## src/rtl/pc_gen_pkg.sv

```systemverilog
// Shared CPU package for the PC generator: redirect priority codes and FSM states.
// Latency: n/a (constants, types and a helper only).
// Backpressure: n/a.
package pc_gen_pkg;

    // Redirect priority codes; a larger value means a higher priority.
    localparam logic [1:0] PRIO_BR   = 2'd0;
    localparam logic [1:0] PRIO_JR   = 2'd1;
    localparam logic [1:0] PRIO_ERET = 2'd2;
    localparam logic [1:0] PRIO_EXC  = 2'd3;

    // RUN: no redirect held. HOLD: a redirect is waiting for en.
    typedef enum logic {
        ST_RUN  = 1'b0,
        ST_HOLD = 1'b1
    } pc_state_e;

    // A new request displaces a held one when it is at least as urgent.
    function automatic logic prio_wins(input logic [1:0] new_code,
                                       input logic [1:0] held_code);
        return new_code >= held_code;
    endfunction

endpackage

```

## src/rtl/pc_gen_if.sv

```systemverilog
// Request/response bundle between the fetch controller and the PC generator.
// Latency: n/a (wires only).
// Backpressure: en is the stall input; pend reports a redirect parked during a stall.
// Ports: en, br_*, jr_*, exc_req, eret_req, epc in; pc, pc_plus4, pend, addr_err out.
interface pc_gen_if #(
    parameter int WIDTH = 32
);
    logic             en;
    logic             br_valid;
    logic [WIDTH-1:0] br_target;
    logic             jr_valid;
    logic [WIDTH-1:0] jr_target;
    logic             exc_req;
    logic             eret_req;
    logic [WIDTH-1:0] epc;
    logic [WIDTH-1:0] pc;
    logic [WIDTH-1:0] pc_plus4;
    logic             pend;
    logic             addr_err;

    // Requester side.
    modport master (
        output en, br_valid, br_target, jr_valid, jr_target, exc_req, eret_req, epc,
        input  pc, pc_plus4, pend, addr_err
    );

    // PC generator side.
    modport slave (
        input  en, br_valid, br_target, jr_valid, jr_target, exc_req, eret_req, epc,
        output pc, pc_plus4, pend, addr_err
    );
endinterface

```

## src/rtl/pc_redirect_sel.sv

```systemverilog
// Combinational priority selector: picks the most urgent of exc/eret/jr/br.
// Latency: 0 cycles (pure combinational).
// Backpressure: none; the caller decides whether the selection is applied or held.
// Ports: i_* request valids/targets in; o_vld, o_tgt, o_code (priority code) out.
module pc_redirect_sel
    import pc_gen_pkg::*;
#(
    parameter int              WIDTH  = 32,
    parameter logic [WIDTH-1:0] EXC_PC = 32'h0000_4180
) (
    input  logic             i_exc_req,
    input  logic             i_eret_req,
    input  logic [WIDTH-1:0] i_epc,
    input  logic             i_jr_valid,
    input  logic [WIDTH-1:0] i_jr_target,
    input  logic             i_br_valid,
    input  logic [WIDTH-1:0] i_br_target,
    output logic             o_vld,
    output logic [WIDTH-1:0] o_tgt,
    output logic [1:0]       o_code
);

    always_comb begin
        o_vld  = 1'b1;
        o_tgt  = '0;
        o_code = PRIO_BR;
        if (i_exc_req) begin
            o_tgt  = EXC_PC;
            o_code = PRIO_EXC;
        end else if (i_eret_req) begin
            o_tgt  = i_epc;
            o_code = PRIO_ERET;
        end else if (i_jr_valid) begin
            o_tgt  = i_jr_target;
            o_code = PRIO_JR;
        end else if (i_br_valid) begin
            o_tgt  = i_br_target;
            o_code = PRIO_BR;
        end else begin
            o_vld  = 1'b0;
        end
    end

endmodule

```

## src/rtl/pc_gen.sv

```systemverilog
// Program counter generator with prioritised redirects that are held across stalls.
// Latency: redirect visible on pc one edge after it is sampled with en=1 (exc ignores en).
// Backpressure: en=0 stalls pc; the most urgent redirect is parked and pend is raised.
// Ports: clk, reset (async, active-high); bus = pc_gen_if.slave (requests in, pc/status out).
module pc_gen
    import pc_gen_pkg::*;
#(
    parameter int               WIDTH    = 32,
    parameter logic [WIDTH-1:0] RESET_PC = 32'h0000_3000,
    parameter logic [WIDTH-1:0] EXC_PC   = 32'h0000_4180
) (
    input  logic     clk,
    input  logic     reset,
    pc_gen_if.slave  bus
);

    pc_state_e        r_state;
    logic [WIDTH-1:0] r_pc;
    logic [WIDTH-1:0] r_hold_tgt;
    logic [1:0]       r_hold_code;

    pc_state_e        w_state_nxt;
    logic [WIDTH-1:0] w_pc_nxt;
    logic [WIDTH-1:0] w_hold_tgt_nxt;
    logic [1:0]       w_hold_code_nxt;
    logic [WIDTH-1:0] w_pc_plus4;

    logic             w_sel_vld;
    logic [WIDTH-1:0] w_sel_tgt;
    logic [1:0]       w_sel_code;
    logic             w_new_wins;

    // One selector serves both capture (RUN) and release/replace (HOLD).
    pc_redirect_sel #(
        .WIDTH  (WIDTH),
        .EXC_PC (EXC_PC)
    ) u_sel (
        .i_exc_req   (bus.exc_req),
        .i_eret_req  (bus.eret_req),
        .i_epc       (bus.epc),
        .i_jr_valid  (bus.jr_valid),
        .i_jr_target (bus.jr_target),
        .i_br_valid  (bus.br_valid),
        .i_br_target (bus.br_target),
        .o_vld       (w_sel_vld),
        .o_tgt       (w_sel_tgt),
        .o_code      (w_sel_code)
    );

    assign w_pc_plus4 = r_pc + WIDTH'(4);
    // Ties go to the new request so the most recent target of equal rank wins.
    assign w_new_wins = w_sel_vld && prio_wins(w_sel_code, r_hold_code);

    always_comb begin
        w_state_nxt     = r_state;
        w_pc_nxt        = r_pc;
        w_hold_tgt_nxt  = r_hold_tgt;
        w_hold_code_nxt = r_hold_code;
        if (bus.exc_req) begin
            // Exceptions cannot wait for a stall to clear; anything parked is stale.
            w_pc_nxt        = EXC_PC;
            w_state_nxt     = ST_RUN;
            w_hold_tgt_nxt  = '0;
            w_hold_code_nxt = PRIO_BR;
        end else begin
            unique case (r_state)
                ST_RUN: begin
                    if (bus.en) begin
                        w_pc_nxt = w_sel_vld ? w_sel_tgt : w_pc_plus4;
                    end else if (w_sel_vld) begin
                        w_hold_tgt_nxt  = w_sel_tgt;
                        w_hold_code_nxt = w_sel_code;
                        w_state_nxt     = ST_HOLD;
                    end
                end
                ST_HOLD: begin
                    if (bus.en) begin
                        // The held redirect replaces the sequential step entirely.
                        w_pc_nxt        = w_new_wins ? w_sel_tgt : r_hold_tgt;
                        w_state_nxt     = ST_RUN;
                        w_hold_tgt_nxt  = '0;
                        w_hold_code_nxt = PRIO_BR;
                    end else if (w_new_wins) begin
                        w_hold_tgt_nxt  = w_sel_tgt;
                        w_hold_code_nxt = w_sel_code;
                    end
                end
                default: w_state_nxt = ST_RUN;
            endcase
        end
    end

    always_ff @(posedge clk or posedge reset) begin
        if (reset) begin
            r_state <= ST_RUN;
        end else begin
            r_state <= w_state_nxt;
        end
    end

    always_ff @(posedge clk or posedge reset) begin
        if (reset) begin
            r_pc        <= RESET_PC;
            r_hold_tgt  <= '0;
            r_hold_code <= PRIO_BR;
        end else begin
            r_pc        <= w_pc_nxt;
            r_hold_tgt  <= w_hold_tgt_nxt;
            r_hold_code <= w_hold_code_nxt;
        end
    end

    assign bus.pc       = r_pc;
    assign bus.pc_plus4 = w_pc_plus4;
    assign bus.pend     = (r_state == ST_HOLD);
    assign bus.addr_err = |r_pc[1:0];

endmodule

```

## src/flat_wrapper.sv

```systemverilog
// flat-port wrapper written by rule: the top's interface ports become plain ports
module pc_gen_flat import pc_gen_pkg::*;
#(
    parameter int               WIDTH    = 32,
    parameter logic [WIDTH-1:0] RESET_PC = 32'h0000_3000,
    parameter logic [WIDTH-1:0] EXC_PC   = 32'h0000_4180
)
  (clk, reset, bus_en, bus_br_valid, bus_br_target, bus_jr_valid, bus_jr_target, bus_exc_req, bus_eret_req, bus_epc, bus_pc, bus_pc_plus4, bus_pend, bus_addr_err);
  pc_gen_if #(.WIDTH(WIDTH)) bus_i ();
  input  logic clk;
  input  logic reset;
  input wire logic [$bits(bus_i.en)-1:0] bus_en;
  input wire logic [$bits(bus_i.br_valid)-1:0] bus_br_valid;
  input wire logic [$bits(bus_i.br_target)-1:0] bus_br_target;
  input wire logic [$bits(bus_i.jr_valid)-1:0] bus_jr_valid;
  input wire logic [$bits(bus_i.jr_target)-1:0] bus_jr_target;
  input wire logic [$bits(bus_i.exc_req)-1:0] bus_exc_req;
  input wire logic [$bits(bus_i.eret_req)-1:0] bus_eret_req;
  input wire logic [$bits(bus_i.epc)-1:0] bus_epc;
  output wire logic [$bits(bus_i.pc)-1:0] bus_pc;
  output wire logic [$bits(bus_i.pc_plus4)-1:0] bus_pc_plus4;
  output wire logic [$bits(bus_i.pend)-1:0] bus_pend;
  output wire logic [$bits(bus_i.addr_err)-1:0] bus_addr_err;
  assign bus_i.en = bus_en;
  assign bus_i.br_valid = bus_br_valid;
  assign bus_i.br_target = bus_br_target;
  assign bus_i.jr_valid = bus_jr_valid;
  assign bus_i.jr_target = bus_jr_target;
  assign bus_i.exc_req = bus_exc_req;
  assign bus_i.eret_req = bus_eret_req;
  assign bus_i.epc = bus_epc;
  assign bus_pc = bus_i.pc;
  assign bus_pc_plus4 = bus_i.pc_plus4;
  assign bus_pend = bus_i.pend;
  assign bus_addr_err = bus_i.addr_err;
  pc_gen #(.WIDTH(WIDTH), .RESET_PC(RESET_PC), .EXC_PC(EXC_PC)) u_core (.clk(clk), .reset(reset), .bus(bus_i));
endmodule
```

## config.mk

```make
export PLATFORM = sky130hd
export DESIGN_NAME = pc_gen_flat
export DESIGN_NICKNAME = d
export VERILOG_FILES = /design/src/rtl/pc_gen_pkg.sv /design/src/rtl/pc_gen_if.sv /design/src/rtl/pc_redirect_sel.sv /design/src/rtl/pc_gen.sv /design/src/flat_wrapper.sv
export SDC_FILE = /design/constraint.sdc
export NUM_CORES = 1
export LEC_CHECK = 0
export CAP_MARGIN = 20
export CORE_MARGIN = 5
export CORE_UTILIZATION = 35
export CTS_BUF_LIST = sky130_fd_sc_hd__clkbuf_2 sky130_fd_sc_hd__clkbuf_4 sky130_fd_sc_hd__clkbuf_8
export DETAILED_ROUTE_END_ITERATION = 16
export PLACE_DENSITY_LB_ADDON = 0.3
export SYNTH_ARGS = -nofsm -noshare
export SYNTH_HDL_FRONTEND = slang
export SYNTH_SLANG_ARGS = --single-unit
```

## constraint.sdc

```tcl
create_clock -name clk -period 6.7 [get_ports clk]
set_clock_uncertainty 0.15 [all_clocks]
set_input_delay 1.34 -clock clk [delete_from_list [all_inputs] [get_ports clk]]
set_output_delay 1.34 -clock clk [all_outputs]
set_load 0.005 [all_outputs]
```

==> impl_metrics.tcl <==
set metrics [dict create \
    synth-edff-count 0 \
    cts_sinks 67 \
    synth_area_per_cell_sq_um 8.34 \
    r2r_slack_ns 3.37 \
    hpwl_um 14600 \
    ys_warn_count 0 \
    path_buf_inv 1 \
    finalSetupViolCount 0 \
    die_x_um 133 \
    crit_path_start "bus_exc_req" \
    cts_hold_buf 0 \
    layout_common_cells "167 x clkdlybuf4s50_1, 65 x dfrtp_1, 62 x nand2_1" \
    max_freq_ghz 0.193 \
    rsz0062_at_grt "false" \
    rr_worst_depth 6 \
    num_rows 45 \
    cp_cell_sequence "clkdlybuf4s50_1 > a21oi_1 > ha_1 > nand2b_1 > a21o_1 > o21ai_2 > a21o_1 > mux2_2" \
    fin_setup_tns_ns 0 \
    initial_core_util_pct 35.3 \
    nFillCells 1417 \
    multi_input_area_sq_um 3280 \
    grt_pass1_vias 5891 \
    syn2layout_area_growth_pct 35.7 \
    vias 5840 \
    ys_seq_area_share_pct 31.6 \
    cts_resized 0 \
    slowest_delay_ns 0.85 \
    cts_setup_buffers 0 \
    layout_worst_path_cycle_share_pct 77.5 \
    p_per_area_nw_per_um2 165 \
    gr-usage-met2_pct 32.4 \
    seqCellArea_sq_um 1680 \
    finalCriticalPeriod_ns 5.19 \
    hold_path.class "register to register" \
    critPathMostFrequentCell "a21o_1" \
    final_nets 874 \
    grt_antenna_before_repair 1 \
    synth.area.top_cells "dfrtp_1 31%, nand2_1 4.4%, a22o_1 4.1%" \
    die_y_um 133 \
    finalPower_w 0.00119 \
    post_drt_wl_per_cell_um 20.6 \
    place_inst 943 \
    die-area_sq_um 17700 \
    tritoncts "yes" \
    drt_iter0_drc 495 \
    path_delay_family "compound AO/OA/AOI/OAI gates" \
    postSynthCellCount 637 \
    crit_path_end_kind "register" \
    required_ns 6.79 \
    grt_pass1_wl_um 31300 \
    drv_cap 0 \
    dr.pass1.iters 8 \
    track_usage_pct 21.7 \
    drive_above_1_share_pct 6.35 \
    ys_seq_elements 67 \
    drc_errors 0 \
    root_buffer "clkbuf_8" \
    min_to "u_core.r_hold_tgt[6]$_DFFE_PP0P_" \
    clock_latency_ns 0.36 \
    hold_start "u_core.r_hold_tgt[6]$_DFFE_PP0P_" \
    met3_usage_pct 7.55 \
    yosysTopAreaCellShare_pct 30.6 \
    grt_overflow 0 \
    port_buffers 168 \
    slew_violations 0 \
    num_antenna_cells 0 \
    clk_pin_slew_ns 0.07 \
    final_hold_viol_count 0 \
    coreArea_sq_um 15000 \
    gp_congestion 0.954 \
    synthArstFlopShare_pct 100 \
    yosys.area.top_type "dfrtp_1" \
    syn_nets 743 \
    vias_per_cell 6.08 \
    cts_buffer_depth 2 \
    cts_max_level 3 \
    critPathSlowestCell "clkdlybuf4s50_1" \
    status "completed" \
    syn_area_sq_um 5310 \
    final_common_cell "clkdlybuf4s50_1" \
    synth_cell_types 73 \
    r2r-end "u_core.r_hold_code[0]$_DFFE_PP0P_" \
    cp.arrival_ns 5.28 \
    grt_start_max_net_pins 68 \
    synth_ff_type "dfrtp_1" \
    crit_type "input pin to register" \
    rr_startpoint "u_core.r_hold_code[0]$_DFFE_PP0P_" \
    grt_most_used_layer "met2" \
    instances_no_fill 960 \
    ant_nets 0 \
    crit_fanout 29 \
    p_leak_nw 2.76 \
    wirelength_um 19800 \
    ir_worst_vdd_uv 82.3 \
    cts_made_buffers 9 \
    tightest_slew_ns 1.10 \
    grtUsageMet1_pct 28.0 \
    io_pins 169 \
    maxSlewHeadroom_pct 26.8 \
    worstSetupStartpointType "input pin" \
    worstHoldPathCells 1 \
]
-- stage by stage --
step | utilization [%] | hold slack [ns] | area [sq um] | setup slack [ns]
final | 47.9 | 0.340 | 7210 | 1.51
after global routing | 47.9 | 0.373 | 7210 | 1.33
after CTS | 47.8 | 0.340 | 7190 | 1.60
after detailed placement | 46.6 | 0.325 | 7010 | 1.23
after global placement | 46.6 | 0.315 | 7010 | 1.39
after floorplan | - | 0.292 | 5310 | 2.78
-- how the worst max path moves through the flow --
stage / cells past startpoint / to / slack (ns)
6_report: 8 / u_core.r_hold_code[0]$_DFFE_PP0P_ / 1.51
5_1_grt: 8 / u_core.r_hold_code[0]$_DFFE_PP0P_ / 1.33
4_1_cts: 8 / u_core.r_hold_code[0]$_DFFE_PP0P_ / 1.60
3_5_place_dp: 7 / u_core.r_hold_tgt[21]$_DFFE_PP0P_ / 1.23
3_3_place_gp: 8 / u_core.r_hold_code[0]$_DFFE_PP0P_ / 1.39
2_1_floorplan: 11 / u_core.bus.pc[28]$_DFFE_PP0P_ / 2.78
-- cell type report --
| type | count | area share, % |
|---|---|---|
| timing repair buffer | 180 | 24.6 |
| clock inverter | 2 | 0.139 |
| multi-input combinational | 493 | 45.5 |
| inverter | 17 | 0.885 |
| sequential | 67 | 23.3 |
| clock buffer | 13 | 2.40 |
| tap | 188 | 3.26 |
-- cell usage after synthesis (all sizes together) (4+ instances only) --
| cell type | n |
|---|---|
| and2 | 8 |
| o31ai | 9 |
| nor2 | 23 |
| and3 | 6 |
| nor3 | 26 |
| o2111ai | 4 |
| a31oi | 21 |
| o211ai | 11 |
| nand3b | 26 |
| xnor2 | 17 |
| a22o | 25 |
| nor2b | 23 |
| nand2 | 62 |
| a21o | 9 |
| nand4 | 17 |
| or3 | 9 |
| o41ai | 6 |
| xor2 | 6 |
| buf | 29 |
| mux2i | 4 |
| dfrtp | 65 |
| a221oi | 4 |
| o311ai | 4 |
| and4 | 6 |
| o21ai | 29 |
| a211o | 6 |
| a211oi | 15 |
| a21oi | 18 |
| or2 | 6 |
| nor4 | 9 |
| nand2b | 6 |
| clkbuf | 31 |
| inv | 17 |
| nand3 | 17 |
| a22oi | 7 |
| o2bb2ai | 8 |
-- power by group --
group | switching (W) | total, W | internal, W
registers | 0.0000411 | 0.000480 | 0.000439
clock network | 0.000161 | 0.000326 | 0.000166
logic | 0.000185 | 0.000385 | 0.000200
total | 0.000387 | 0.00119 | 0.000805
-- state kept, by name (all words and copies together), names as in the netlist --
name,flops
u_core.bus.pc,32
u_core.r_hold_tgt,32
u_core.r_hold_code,2
u_core.bus.pend,1
-- cell families after synthesis --
family	after synthesis	synth area share [%]
adder cells (fa/ha/maj)	3	0.707
AND/OR/NAND/NOR	249	25.9
AO/OA/AOI/OAI	213	30.3
multiplexers	5	0.966
flip-flops	67	31.6
XOR/XNOR	23	3.79
buffers and inverters	77	6.71
-- per-layer routing --
layer	share of wire (%)	wire, um
met1	42	8330
met2	44	8760
met3	11	2100
met5	0	0
met4	2.9	581
-- worst register-to-register path: cells and delay by family (launching register included) --
family,cells,cell delay [ns]
and+or+nand+nor,1,0.19
AOI/OAI and AO/OA,3,1.78
DFF,1,0.39
muxes,1,0.43
adders and majority gates,1,0.28
No activity file was read; power rests on OpenSTA's default activity.
